[src/rtl/fifo_pkg.sv]
// Definitions shared by linear_fifo and its consumers: default entry width,
// the packer FSM state type and an elaboration-time ceil(log2) helper.
package fifo_pkg;

    localparam int DATA_W_DEF = 4;

    typedef enum logic {
        FILL = 1'b0,
        OUT  = 1'b1
    } state_t;

    function automatic int clog2(input int value);
        int result;
        result = 0;
        for (int v = value - 1; v > 0; v = v >> 1) begin
            result++;
        end
        return result;
    endfunction

endpackage

[src/rtl/fifo_nibble_packer.sv]
// Drains linear_fifo entries and packs NIBBLES of them into one word on a
// valid/ready interface; a flush emits a zero-padded partial word.
module fifo_nibble_packer
    import fifo_pkg::*;
#(
    parameter int  DATA_W    = DATA_W_DEF,
    parameter int  NIBBLES   = 4,
    parameter bit  FIRST_MSB = 1'b0,
    localparam int WORD_W    = DATA_W * NIBBLES,
    localparam int CNT_W     = clog2(NIBBLES + 1)
) (
    input  logic              clk,
    input  logic              rst,
    input  logic              fifo_empty,
    input  logic [DATA_W-1:0] fifo_dataout,
    output logic              fifo_read_enb,
    input  logic              flush,
    output logic [WORD_W-1:0] word_out,
    output logic [CNT_W-1:0]  word_cnt,
    output logic              word_valid,
    input  logic              word_ready
);

    state_t              state_q, state_d;
    logic [CNT_W-1:0]    cnt_q, cnt_d;
    logic                rd_pending_q, rd_pending_d;
    logic                flush_pend_q, flush_pend_d;
    logic [WORD_W-1:0]   shreg_q, shreg_d;
    logic [WORD_W-1:0]   word_out_q, word_out_d;
    logic [CNT_W-1:0]    word_cnt_q, word_cnt_d;
    logic                word_valid_q, word_valid_d;

    logic [CNT_W:0]      fill_level;
    logic [CNT_W-1:0]    cnt_cap;
    logic [WORD_W-1:0]   shreg_cap;
    logic                word_full;
    logic                flush_act;
    logic                handshake;

    function automatic int slot_lsb(input int k);
        return FIRST_MSB ? (NIBBLES - 1 - k) * DATA_W : k * DATA_W;
    endfunction

    function automatic logic [WORD_W-1:0] place(input logic [WORD_W-1:0] w,
                                                input logic [CNT_W-1:0]  slot,
                                                input logic [DATA_W-1:0] d);
        logic [WORD_W-1:0] r;
        r = w;
        for (int k = 0; k < NIBBLES; k++) begin
            if (slot == CNT_W'(k)) begin
                r[slot_lsb(k) +: DATA_W] = d;
            end
        end
        return r;
    endfunction

    // Entries already held plus the one in flight must leave room for another.
    assign fill_level    = {1'b0, cnt_q} + {{CNT_W{1'b0}}, rd_pending_q};
    assign fifo_read_enb = !rst && (state_q == FILL) && !fifo_empty && !flush_pend_q
                           && (fill_level < (CNT_W + 1)'(NIBBLES));
    assign rd_pending_d  = fifo_read_enb;

    always_comb begin
        cnt_cap   = cnt_q;
        shreg_cap = shreg_q;
        if (rd_pending_q) begin
            shreg_cap = place(shreg_q, cnt_q, fifo_dataout);
            cnt_cap   = cnt_q + CNT_W'(1);
        end
    end

    // A flush waits for any in-flight read so that entry lands in the word.
    assign word_full = (state_q == FILL) && rd_pending_q && (cnt_cap == CNT_W'(NIBBLES));
    assign flush_act = (state_q == FILL) && flush_pend_q && !rd_pending_q;
    assign handshake = word_valid_q && word_ready;

    always_ff @(posedge clk) begin
        if (rst) begin
            state_q <= FILL;
        end else begin
            state_q <= state_d;
        end
    end

    always_comb begin
        state_d = state_q;
        case (state_q)
            FILL: begin
                if (word_full || (flush_act && (cnt_q != '0))) begin
                    state_d = OUT;
                end
            end
            OUT: begin
                if (handshake) begin
                    state_d = FILL;
                end
            end
            default: state_d = FILL;
        endcase
    end

    always_comb begin
        cnt_d        = cnt_q;
        shreg_d      = shreg_q;
        word_out_d   = word_out_q;
        word_cnt_d   = word_cnt_q;
        word_valid_d = word_valid_q;
        flush_pend_d = flush_pend_q | flush;
        case (state_q)
            FILL: begin
                cnt_d   = cnt_cap;
                shreg_d = shreg_cap;
                if (word_full) begin
                    word_out_d   = shreg_cap;
                    word_cnt_d   = CNT_W'(NIBBLES);
                    word_valid_d = 1'b1;
                end else if (flush_act) begin
                    flush_pend_d = flush;
                    if (cnt_q != '0) begin
                        word_out_d   = shreg_q;
                        word_cnt_d   = cnt_q;
                        word_valid_d = 1'b1;
                    end
                end
            end
            OUT: begin
                if (handshake) begin
                    word_valid_d = 1'b0;
                    cnt_d        = '0;
                    shreg_d      = '0;
                end
            end
            default: ;
        endcase
    end

    always_ff @(posedge clk) begin
        if (rst) begin
            cnt_q        <= '0;
            rd_pending_q <= 1'b0;
            flush_pend_q <= 1'b0;
            shreg_q      <= '0;
            word_out_q   <= '0;
            word_cnt_q   <= '0;
            word_valid_q <= 1'b0;
        end else begin
            cnt_q        <= cnt_d;
            rd_pending_q <= rd_pending_d;
            flush_pend_q <= flush_pend_d;
            shreg_q      <= shreg_d;
            word_out_q   <= word_out_d;
            word_cnt_q   <= word_cnt_d;
            word_valid_q <= word_valid_d;
        end
    end

    assign word_out   = word_out_q;
    assign word_cnt   = word_cnt_q;
    assign word_valid = word_valid_q;

endmodule

[config.mk]
export PLATFORM = sky130hd
export DESIGN_NAME = fifo_nibble_packer
export DESIGN_NICKNAME = d
export VERILOG_FILES = /design/src/rtl/fifo_pkg.sv /design/src/rtl/fifo_nibble_packer.sv
export SDC_FILE = /design/constraint.sdc
export NUM_CORES = 1
export LEC_CHECK = 0
export CAP_MARGIN = 15
export CORE_ASPECT_RATIO = 1.5
export CORE_MARGIN = 8
export CORE_UTILIZATION = 47
export DETAILED_ROUTE_END_ITERATION = 16
export PLACE_DENSITY_LB_ADDON = 0.12
export REMOVE_ABC_BUFFERS = 1
export SLEW_MARGIN = 20
export SYNTH_ARGS = -nofsm -noshare
export SYNTH_HDL_FRONTEND = slang
export SYNTH_SLANG_ARGS = --single-unit
[constraint.sdc]
create_clock -name clk -period 2.1 [get_ports clk]
set_input_delay 0.42 -clock clk [delete_from_list [all_inputs] [get_ports clk]]
set_output_delay 0.42 -clock clk [all_outputs]
set_load 0.03 [all_outputs]
==> results by group <==
Outcome
  • Status: complete, no violations

Global route
  • First-pass GRT wire length: 7.734 mm
  • Antenna violations before repair: 0
  • Vias in the first global route: 1,687
  • Grt met3 use: 5.137%
  • Met1 GRT Util: 15.30%
  • Tot GR Track Use: 15.75%
  • Met2 usage: 27.89%
  • Most used routing layer: met2
  • Largest net degree at the start of global routing: 43
  • Gr ovfl total: 0

Clock network
  • Worst skew pair latency: 0.30 ns
  • H-tree depth: 2
  • Num CTS Buffers: 5
  • TritonCTS Sinks: 42
  • CTS tree: yes
  • Max clock buf depth: 2
  • CTS Root Cell: clkbuf_8
  • Cts-stage hold buffer count: 0
  • CTS clk-pin slew, worst paths: 0.08 ns

Layout
  • Most frequent cells in the layout: 42 x nor2_1, 40 x dfxtp_1, 28 x clkdlybuf4s50_1
  • Antenna diode count: 0
  • Share of layout cells above drive strength 1: 17.36%
  • Commonest non-fill, non-tap cell in the layout: nor2_1
  • Cell Count, Final, Fillers Out: 287
  • Final net count: 256
  • FILL cells: 356
  • Post-layout util: 60.94%
  • Area of the multi-input gates: 973.4 sq um
  • Reg area: 843.3 sq um
  • Syn-to-layout area delta: 24.82%

Pwr
  • Total Power: 1609 uW
  • P_int: 1177 uW
  • Max VDD drop: 0.5267 mV
  • Flop pwr share: 52.2%
  • Power per cell area: 673.0 mW/mm^2
  • Static Leak: 0.0008268 uW
  • Comb power frac: 14.2%
  • NetSw: 432.5 uW
  • Net Sw Frac: 26.87%
  • Clock power share: 33.6%

Floorplanning
  • Initial Utilization: 48.82%
  • Die width: 68.13 um
  • # IOs: 30
  • Rows: 28
  • Die area: 0.006417 sq mm
  • Die height: 94.19 um
  • Core area: 0.003924 sq mm

Synthesis
  • Post-Synth Simple-Gate Area: 19.79%
  • Sequential share of the synthesized area: 43.89%
  • Post-Synth XOR/XNOR Area: 0%
  • Yosys cell types: 26
  • Largest family of logic cells by synthesized area: compound AO/OA/AOI/OAI gates
  • Multiplexer share of the synthesized area: 0%
  • Dominant cells by area after synthesis: dfxtp_1 44%, a311oi_2 9.4%, nor2_1 8.2%
  • Share of the synthesized area in compound gates (AO/OA/AOI/OAI): 25.87%
  • Ys Warns: 0
  • Yosys reg bits: 42
  • Adder-Cell Fraction of Synth Area: 3.919%
  • Synth top area share: 43.89%
  • Leading area contributor after synthesis: dfxtp_1
  • Avg Inst Size Synth: 9.079 sq um
  • Syn Std Cell Area: 0.001916 sq mm
  • Cells after Synth: 211

STA
  • Worst setup margin: 0.09275 ns
  • Slew margin rel.: 67.31%
  • Hold Worst Slack: 0.4964 ns
  • Setup Skew: 0.008198 ns
  • Fin. max-slew vios: 0
  • Setup-failing EPs final: 0
  • Hold Vio Cnt, Final: 0
  • Slew @ Worst Pin: 0.4904 ns
  • FMAX: 0.4982 GHz
  • RSZ-0062 raised after global routing: no
  • Tmin final: 2.007 ns
  • Period utilization: 95.58%

Setup path
  • Crit-path max FO: 12
  • Crit end category: register
  • CP arrival: 2.17 ns
  • CP Class: register to register
  • Required time of the critical path: 2.27 ns
  • Setup crit start kind: register

Route
  • ANT nets after route: 0
  • Number of DRC markers in iteration 0: 79
  • Vias: 1,676
  • # DRC: 0
  • Final WL: 4.841 mm
  • Vias per cell: 5.840
  • Routed WL per cell: 16.87 um
  • Drt pass-1 iters: 5

Place
  • Post-Place Cells: 277
  • Hpwl dp: 3.527 mm
  • Pre-CTS setup slack: 0.03468 ns
  • Buffers on Ports: 29
  • GP Congestion: 0.9396

Job
  • Max cap viols: 0

Min path
  • Worst min path class: register to register
[layer usage]
| layer | vias up | part of all wire, % |
|---|---|---|
| met2 | 58 | 52 |
| met5 | - | 0 |
| li1 | 814 | - |
| met4 | 0 | 2.9 |
| met3 | 9 | 8.1 |
| met1 | 795 | 37 |
[metrics by stage]
| stage | TNS [ns] | area, sq um |
|---|---|---|
| 6_report | 0 | 2391 |
| 5_1_grt | 0 | 2391 |
| 4_1_cts | 0 | 2328 |
| 3_5_place_dp | 0 | 2233 |
| 3_3_place_gp | 0 | 2233 |
| 2_1_floorplan | -5.450 | 1824 |
[layout make-up]
cell class / instances / share of cell area, %
Clock buffer: 6 / 3.454
Clock inverter: 2 / 0.5233
Inverter: 9 / 1.413
Multi-Input combinational cell: 145 / 40.71
Sequential cell: 42 / 35.27
Tap cell: 45 / 2.355
Timing Repair Buffer: 38 / 16.27
[power groups by stage]
stage               registers (uW)  clock network [uW]  logic (uW)
finish                         840                 541         229
global route                   843                 592         247
CTS                            839                 558         222
detailed placement             858                   0         221
global placement               857                   0         215
floorplan                      884                   0        94.1
[state kept, by name, summed over array words and instances (netlist names)]
| name | cells |
|---|---|
| state_q | 1 |
| word_valid | 1 |
| cnt_q | 3 |
| rd_pending_q | 1 |
| shreg_q | 16 |
| word_out | 16 |
| word_cnt | 3 |
| flush_pend_q | 1 |
[worst max-delay path, stage by stage, from the launching register on]
cell       delay [ns]
dfxtp_1          0.41
ha_1             0.23
ha_4             0.23
nor4_4           0.37
a32o_2           0.24
buf_4            0.14
clkbuf_16        0.16
a311oi_2         0.09
[worst paths after layout]
| path | slack [ns] | start | to | cells after the start |
|---|---|---|---|---|
| min | 0.50 | word_valid | word_valid | 2 |
| max reg2reg | 0.09 | cnt_q[0] | word_out[10] | 7 |
| max | 0.09 | cnt_q[0] | word_out[10] | 7 |
| min reg2reg | 0.50 | word_valid | word_valid | 2 |
[synth_stat cells]
library cell	number
nand2_1	17
o21ai_0	6
nand2b_1	3
o221a_2	4
ha_1	6
nor2_1	42
inv_1	9
a32o_2	1
nor4_4	1
a21bo_2	1
a211o_1	1
and3_1	1
a32oi_1	2
dfxtp_1	42
nand3_1	12
a211oi_1	1
and2_1	1
and3b_1	3
clkbuf_1	6
buf_1	1
nor4_1	3
a22oi_1	18
a21oi_1	10
buf_2	4
a311oi_2	12
buf_6	4
[timing repair]
| item | in CTS | in global routing |
|---|---|---|
| endpoints found under the setup margin | 0 | 14 |
| resized for setup | 0 | 6 |
| buffers inserted | 0 | 1 |
[logic make-up (layout without fill, tap and decap cells)]
family / after synthesis / after routing
adders and majority gates: 6 / 6
DFF: 42 / 42
AOI/OAI and AO/OA: 56 / 56
buffers and inverters: 24 / 55
and+or+nand+nor: 83 / 83
Power figures use the tool's default switching activity.
